### config.mk
export PLATFORM = sky130hd
export DESIGN_NAME = minimig_sram_ctrl
export DESIGN_NICKNAME = d
export VERILOG_FILES = /design/src/rtl/minimig_sram_ctrl.sv
export SDC_FILE = /design/constraint.sdc
export NUM_CORES = 1
export LEC_CHECK = 0
export CORE_MARGIN = 4
export CORE_UTILIZATION = 44
export DETAILED_ROUTE_END_ITERATION = 12
export PLACE_DENSITY = 0.85
export SLEW_MARGIN = 20
export SYNTH_ARGS = -nofsm -noshare
export SYNTH_HDL_FRONTEND = slang
export SYNTH_SLANG_ARGS = --single-unit
export TNS_END_PERCENT = 100
### constraint.sdc
create_clock -name clk -period 2.7 [get_ports clk]
set_clock_uncertainty 0.15 [all_clocks]
set_input_delay 0.27 -clock clk [delete_from_list [all_inputs] [get_ports clk]]
set_output_delay 0.27 -clock clk [all_outputs]
set_load 0.02 [all_outputs]
### src/rtl/minimig_sram_ctrl.sv
// minimig_sram_ctrl: clocked bridge from the chipset req/ack bus to an
// asynchronous SRAM. Each access runs as a timed SETUP/STROBE/HOLD sequence
// with registered address, data, byte enables and SRAM strobes.
//
// Optional feature: define SRAM_WRPOST_EN to post writes. The write ack then
// comes in the first cycle after accept while the SRAM sequence finishes in
// the background (busy stays high). No ack is given at the end of a posted
// write.
//
// state  | meaning
// IDLE   | no access; SRAM pins inactive; can accept a request
// SETUP  | _ce/address (and write data) valid ahead of the strobe
// STROBE | _oe (read) or _we (write) asserted; read data sampled on last edge
// HOLD   | _ce/address/data held after the strobe; ack in the last cycle

module minimig_sram_ctrl #(
    parameter int DW       = 16,
    parameter int AW       = 22,
    parameter int T_SETUP  = 1,
    parameter int T_STROBE = 2,
    parameter int T_HOLD   = 1
) (
    input  logic                clk,
    input  logic                _reset,
    input  logic                req,
    input  logic [7:0]          bank,
    input  logic [AW:1]         address_in,
    input  logic [DW-1:0]       data_in,
    input  logic                wr,
    input  logic [DW/8-1:0]     be,
    output logic                ack,
    output logic                busy,
    output logic [DW-1:0]       data_out,
    output logic                _ce,
    output logic                _oe,
    output logic                _we,
    output logic [DW/8-1:0]     _be,
    output logic [AW:1]         address,
    output logic [DW-1:0]       data,
    output logic                data_oe,
    input  logic [DW-1:0]       ramdata_in
);

    localparam int NB   = DW / 8;
    localparam int TMAX = (T_SETUP > T_STROBE) ? ((T_SETUP > T_HOLD) ? T_SETUP : T_HOLD)
                                               : ((T_STROBE > T_HOLD) ? T_STROBE : T_HOLD);
    localparam int CW   = $clog2(TMAX + 1);

`ifdef SRAM_WRPOST_EN
    localparam bit POST = 1'b1;
`else
    localparam bit POST = 1'b0;
`endif

    typedef enum logic [1:0] {IDLE, SETUP, STROBE, HOLD} state_t;

    state_t          state, state_nxt;
    logic [CW-1:0]   cnt, cnt_nxt;
    logic            wr_q, wr_nxt;
    logic [NB-1:0]   be_q, be_nxt;
    logic [DW-1:0]   rd_q, rd_src;
    logic [AW:1]     addr_map;
    logic            accept, unsel, last_nxt;

    // With no setup time the sequence starts directly in STROBE.
    function automatic state_t first_state();
        if (T_SETUP > 0) first_state = SETUP;
        else             first_state = STROBE;
    endfunction

    // Counter reload value for the cycle count of the state being entered.
    function automatic logic [CW-1:0] load_val(input state_t s);
        case (s)
            SETUP:   load_val = CW'((T_SETUP > 0) ? T_SETUP - 1 : 0);
            STROBE:  load_val = CW'(T_STROBE - 1);
            HOLD:    load_val = CW'(T_HOLD - 1);
            default: load_val = '0;
        endcase
    endfunction

    // Next-state decode, accept/unselected detection and bank address remap.
    always_comb begin
        accept = req && (|bank) &&
                 ((state == IDLE) || ((state == HOLD) && (cnt == '0)));
        unsel  = req && !(|bank) && (state == IDLE);

        state_nxt = state;
        case (state)
            IDLE:    if (accept) state_nxt = first_state();
            SETUP:   if (cnt == '0) state_nxt = STROBE;
            STROBE:  if (cnt == '0) state_nxt = HOLD;
            HOLD: begin
                if (cnt == '0) begin
                    if (accept) state_nxt = first_state();
                    else        state_nxt = IDLE;
                end
            end
            default: state_nxt = IDLE;
        endcase

        if (state_nxt == IDLE)       cnt_nxt = '0;
        else if (state_nxt != state) cnt_nxt = load_val(state_nxt);
        else                         cnt_nxt = cnt - CW'(1);

        wr_nxt   = accept ? wr : wr_q;
        be_nxt   = accept ? be : be_q;
        last_nxt = (state_nxt == HOLD) && (cnt_nxt == '0);

        // With a one-cycle HOLD the capture edge and the ack-cycle entry
        // coincide, so the pad value bypasses the capture register.
        rd_src = (state == STROBE) ? ramdata_in : rd_q;

        addr_map = address_in;
        if (bank[7] | bank[6])
            addr_map[22:18] = {3'b111, bank[7], address_in[18]};
        else if (bank[5])
            addr_map[22:18] = {2'b00, bank[3] | bank[2], bank[3] | bank[1], address_in[18]};
    end

    // Sequencer state, latched access fields and registered SRAM/bus outputs.
    always_ff @(posedge clk or negedge _reset) begin
        if (!_reset) begin
            state    <= IDLE;
            cnt      <= '0;
            wr_q     <= 1'b0;
            be_q     <= '0;
            rd_q     <= '0;
            ack      <= 1'b0;
            busy     <= 1'b0;
            data_out <= '0;
            _ce      <= 1'b1;
            _oe      <= 1'b1;
            _we      <= 1'b1;
            _be      <= '1;
            data_oe  <= 1'b0;
            address  <= '0;
            data     <= '0;
        end else begin
            state <= state_nxt;
            cnt   <= cnt_nxt;
            if (accept) begin
                wr_q    <= wr;
                be_q    <= be;
                address <= addr_map;
                data    <= data_in;
            end
            if ((state == STROBE) && (cnt == '0))
                rd_q <= ramdata_in;

            busy    <= (state_nxt != IDLE);
            _ce     <= (state_nxt == IDLE);
            _oe     <= !(!wr_nxt && ((state_nxt == SETUP) || (state_nxt == STROBE)));
            _we     <= !(wr_nxt && (state_nxt == STROBE));
            _be     <= (state_nxt == IDLE) ? '1 : (wr_nxt ? ~be_nxt : '0);
            data_oe <= wr_nxt && (state_nxt != IDLE);

            ack      <= unsel || (last_nxt && !(POST && wr_nxt)) || (POST && accept && wr);
            data_out <= (last_nxt && !wr_nxt) ? rd_src : '0;
        end
    end

endmodule

==> impl_metrics.yaml <==
run_status:
  outcome: "completed"
pwr:
  vdd_drop_max_uv: 700
  seqPwrFrac_pct: 34.1
  switching_power_mw: 2.40
  powerDensity_nw_per_um2: 1240
  pwr-share-comb_pct: 53.6
  clkPwrFrac_pct: 12.3
  switching_share_pct: 37.2
  p_int_mw: 4.05
  p_total_mw: 6.45
  p_leak_nw: 2.16
clock_tree:
  postCtsSetupBuffers: 0
  cts_tree: "yes"
  root_buffer: "clkbuf_8"
  clockBufferDepth: 2
  cts_made_buffers: 9
  clk_latency_ns: 0.34
  clk_transition_reported_paths_ns: 0.09
  htree_num_levels: 3
  clock-sinks: 85
floorplanning:
  initial_utilization_pct: 45.4
  ioPinCount: 130
  core_region_area_um2: 7730
  die_x_um: 97.3
  num_rows: 32
  dieArea_um2: 9470
  die_h_um: 97.3
logic_synthesis:
  syn_area_um2: 3510
  syn_area_per_cell_um2: 14.7
  synth_area_leaders: "dfrtp_1 57%, mux2_2 17%, mux2i_1 4.6%"
  synth_top_cell_area_share_pct: 57.0
  synth_edf_count: 0
  netlist_instances: 239
  syn-num-nets: 311
  ys_seq_area_share_pct: 60.8
  synth_most_common_cell: "dfrtp_1"
  yosysWarningCount: 0
  yosys.area.top_type: "dfrtp_1"
  synthDistinctLibCells: 35
  synth_ff_type: "dfrtp_1"
  synthTopCellsByCount: "80 x dfrtp_1, 52 x mux2_2, 16 x mux2i_1"
  async_flop_share_pct: 100
  synth_seq_cells: 85
worst_setup_path:
  critPathCaptureType: "flip-flop"
  rr_startpoint: "cnt[0]"
  worst-setup-path-type: "flip-flop to flip-flop"
  cp-start-kind: "flip-flop"
  worst_ep_arrival_time_ns: 2.57
  reg2reg_to: "data_out[1]"
  crit_required_ns: 2.77
  crit_path_max_fanout: 11
  r2r.worst_path.cells: 10
  regToRegSetupSlack_ns: 0.20
timing:
  setup_slack_ns: 0.199
  hold_viol: 0
  fin_crit_ns: 2.50
  fmax_mhz: 400
  worst_slew_pin_slew_ns: 0.762
  slew_viol_final: 0
  setup_viol: 0
  rsz0062_at_grt: "no"
  fin_crit_sh_pct: 92.6
  maxSlewHeadroom_pct: 49.1
global_routing:
  grt_max_degree: 86
  grt_pass1_vias: 2628
  grt_pass1_wl_um: 12800
  antenna_found_initial: 0
  track_usage_pct: 17.1
  gr-total-overflow: 0
layout:
  final_cells: 495
  final_layout_size_suffix_gt1_share_pct: 28.8
  fillers: 582
  num-nets-final: 460
  syn_to_final_growth_pct: 48.3
  antenna_cells: 0
placed_design:
  pre_cts_ws_ns: -0.179
  dpl.cell_count: 478
  io_buffers: 129
  dp_hpwl_um: 5850
  finalWeightedCongestion: 0.854
detailed_routing:
  viasPerCell: 4.86
  drt_wl_total_um: 7880
  drtAntennaViolNets: 0
  dr.pass1.iters: 5
  wl_per_cell_um: 15.9
  first_iter_violations: 58
  vias: 2407
  drcViolationCount: 0
worst_hold_path:
  min_from: "address[22]"
  min_path_type: "flip-flop to flip-flop"
  hold-path-endpoint: "address[22]"
  hold_path_depth: 2
flow_run:
  maxCapViolCount: 0
worst max-delay path, cell delays in order, from the launching register on:
cell and delay [ns]:
dfrtp_1 0.36, inv_1 0.09, ha_1 0.27, nand2_1 0.09, xnor2_1 0.20, inv_1 0.06
ha_1 0.21, or4_4 0.56, o211ai_4 0.15, buf_12 0.17, nor3_1 0.05
state kept, by name, indices dropped and copies added (netlist names), 2 cells and up:
name      count
address      22
rd_q         16
be_q          2
data         16
data_out     16
state         2
_be           2
cnt           2
power by group through the flow:
stage          clock network, mW  logic, mW  registers (mW)
2_1_floorplan                  0       1.53            2.70
3_3_place_gp                   0       3.40            2.21
3_5_place_dp                   0       3.50            2.23
4_1_cts                    0.826       3.52            2.21
5_1_grt                    0.879       3.72            2.27
6_report                   0.793       3.46            2.20
final cells by class:
type / count / area [um2] / area share (%)
well taps: 102 / 128 / 2.45
multi-input cells: 136 / 1270 / 24.4
flip-flops and latches: 85 / 2130 / 41.0
clock inverters: 6 / 48.8 / 0.938
clock buffers: 10 / 128 / 2.45
inverters: 8 / 32.5 / 0.625
repair buffers: 148 / 1460 / 28.1
metrics by stage:
step                      instance area (um2)  utilization (%)  TNS, ns  hold WS [ns]
after floorplan                          3510                -        0        -0.176
after global placement                   5010             64.9    -1.73         0.316
after detailed placement                 5010             64.9    -2.76         0.330
after CTS                                5200             67.3        0         0.353
after global routing                     5200             67.4        0         0.366
final                                    5200             67.4        0         0.346
logic make-up after synthesis:
kind of cell | Yosys count | synth area share [%]
XOR/XNOR | 1 | 0.250
AND/OR/NAND/NOR | 41 | 8.13
AO/OA/AOI/OAI | 21 | 4.56
flip-flops | 85 | 60.8
adder cells (fa/ha/maj) | 4 | 1.43
buffers and inverters | 18 | 2.99
multiplexers | 69 | 21.9
cell usage in the layout, fill, tap and decap left out, drive strengths merged:
cell           count
nor3              16
xnor2              1
ha                 4
nand3              2
dlygate4sd3        1
nand2             10
buf               19
clkdlybuf4s50    128
a21oi              1
clkinv             2
mux2i             17
dfrtp             80
dfstp              5
nor4               2
clkinvlp           3
a2111oi            1
nor2               8
o211ai             2
nand2b             1
o21a               2
clkbuf            10
o31ai              1
o21ai             10
a211oi             3
o21ba              1
inv                9
or4                1
mux2              52
or3b               1
metal layers:
metal / wire, um / track usage (%) / vias to the layer above / share of wire, %
met5: 0 / 0 / - / 0
met4: 149 / 7.24 / 0 / 1.9
met3: 566 / 5.96 / 12 / 7.2
met2: 4060 / 29.7 / 91 / 52
met1: 3100 / 19.0 / 1164 / 39
li1: - / - / 1140 / -
worst max-delay path by stage:
| stage | start | to | slack, ns | cells after the start |
|---|---|---|---|---|
| finish | cnt[0] | data_out[1] | 0.20 | 10 |
| global route | cnt[0] | data_out[15] | 0.03 | 10 |
| CTS | cnt[0] | data_out[1] | 0.16 | 10 |
| detailed placement | bank[7] | data_out[3] | -0.18 | 11 |
| global placement | bank[7] | data_out[5] | -0.11 | 11 |
| floorplan | cnt[0] | ack | 0.25 | 10 |
timing repair:
| action | CTS | global route |
|---|---|---|
| hold buffers | 1 | 0 |
| gates resized for setup | 0 | 1 |
| hold endpoints to repair | 74 | 0 |
| endpoints found under the setup margin | 0 | 7 |
No activity file was read; power rests on OpenSTA's default activity.
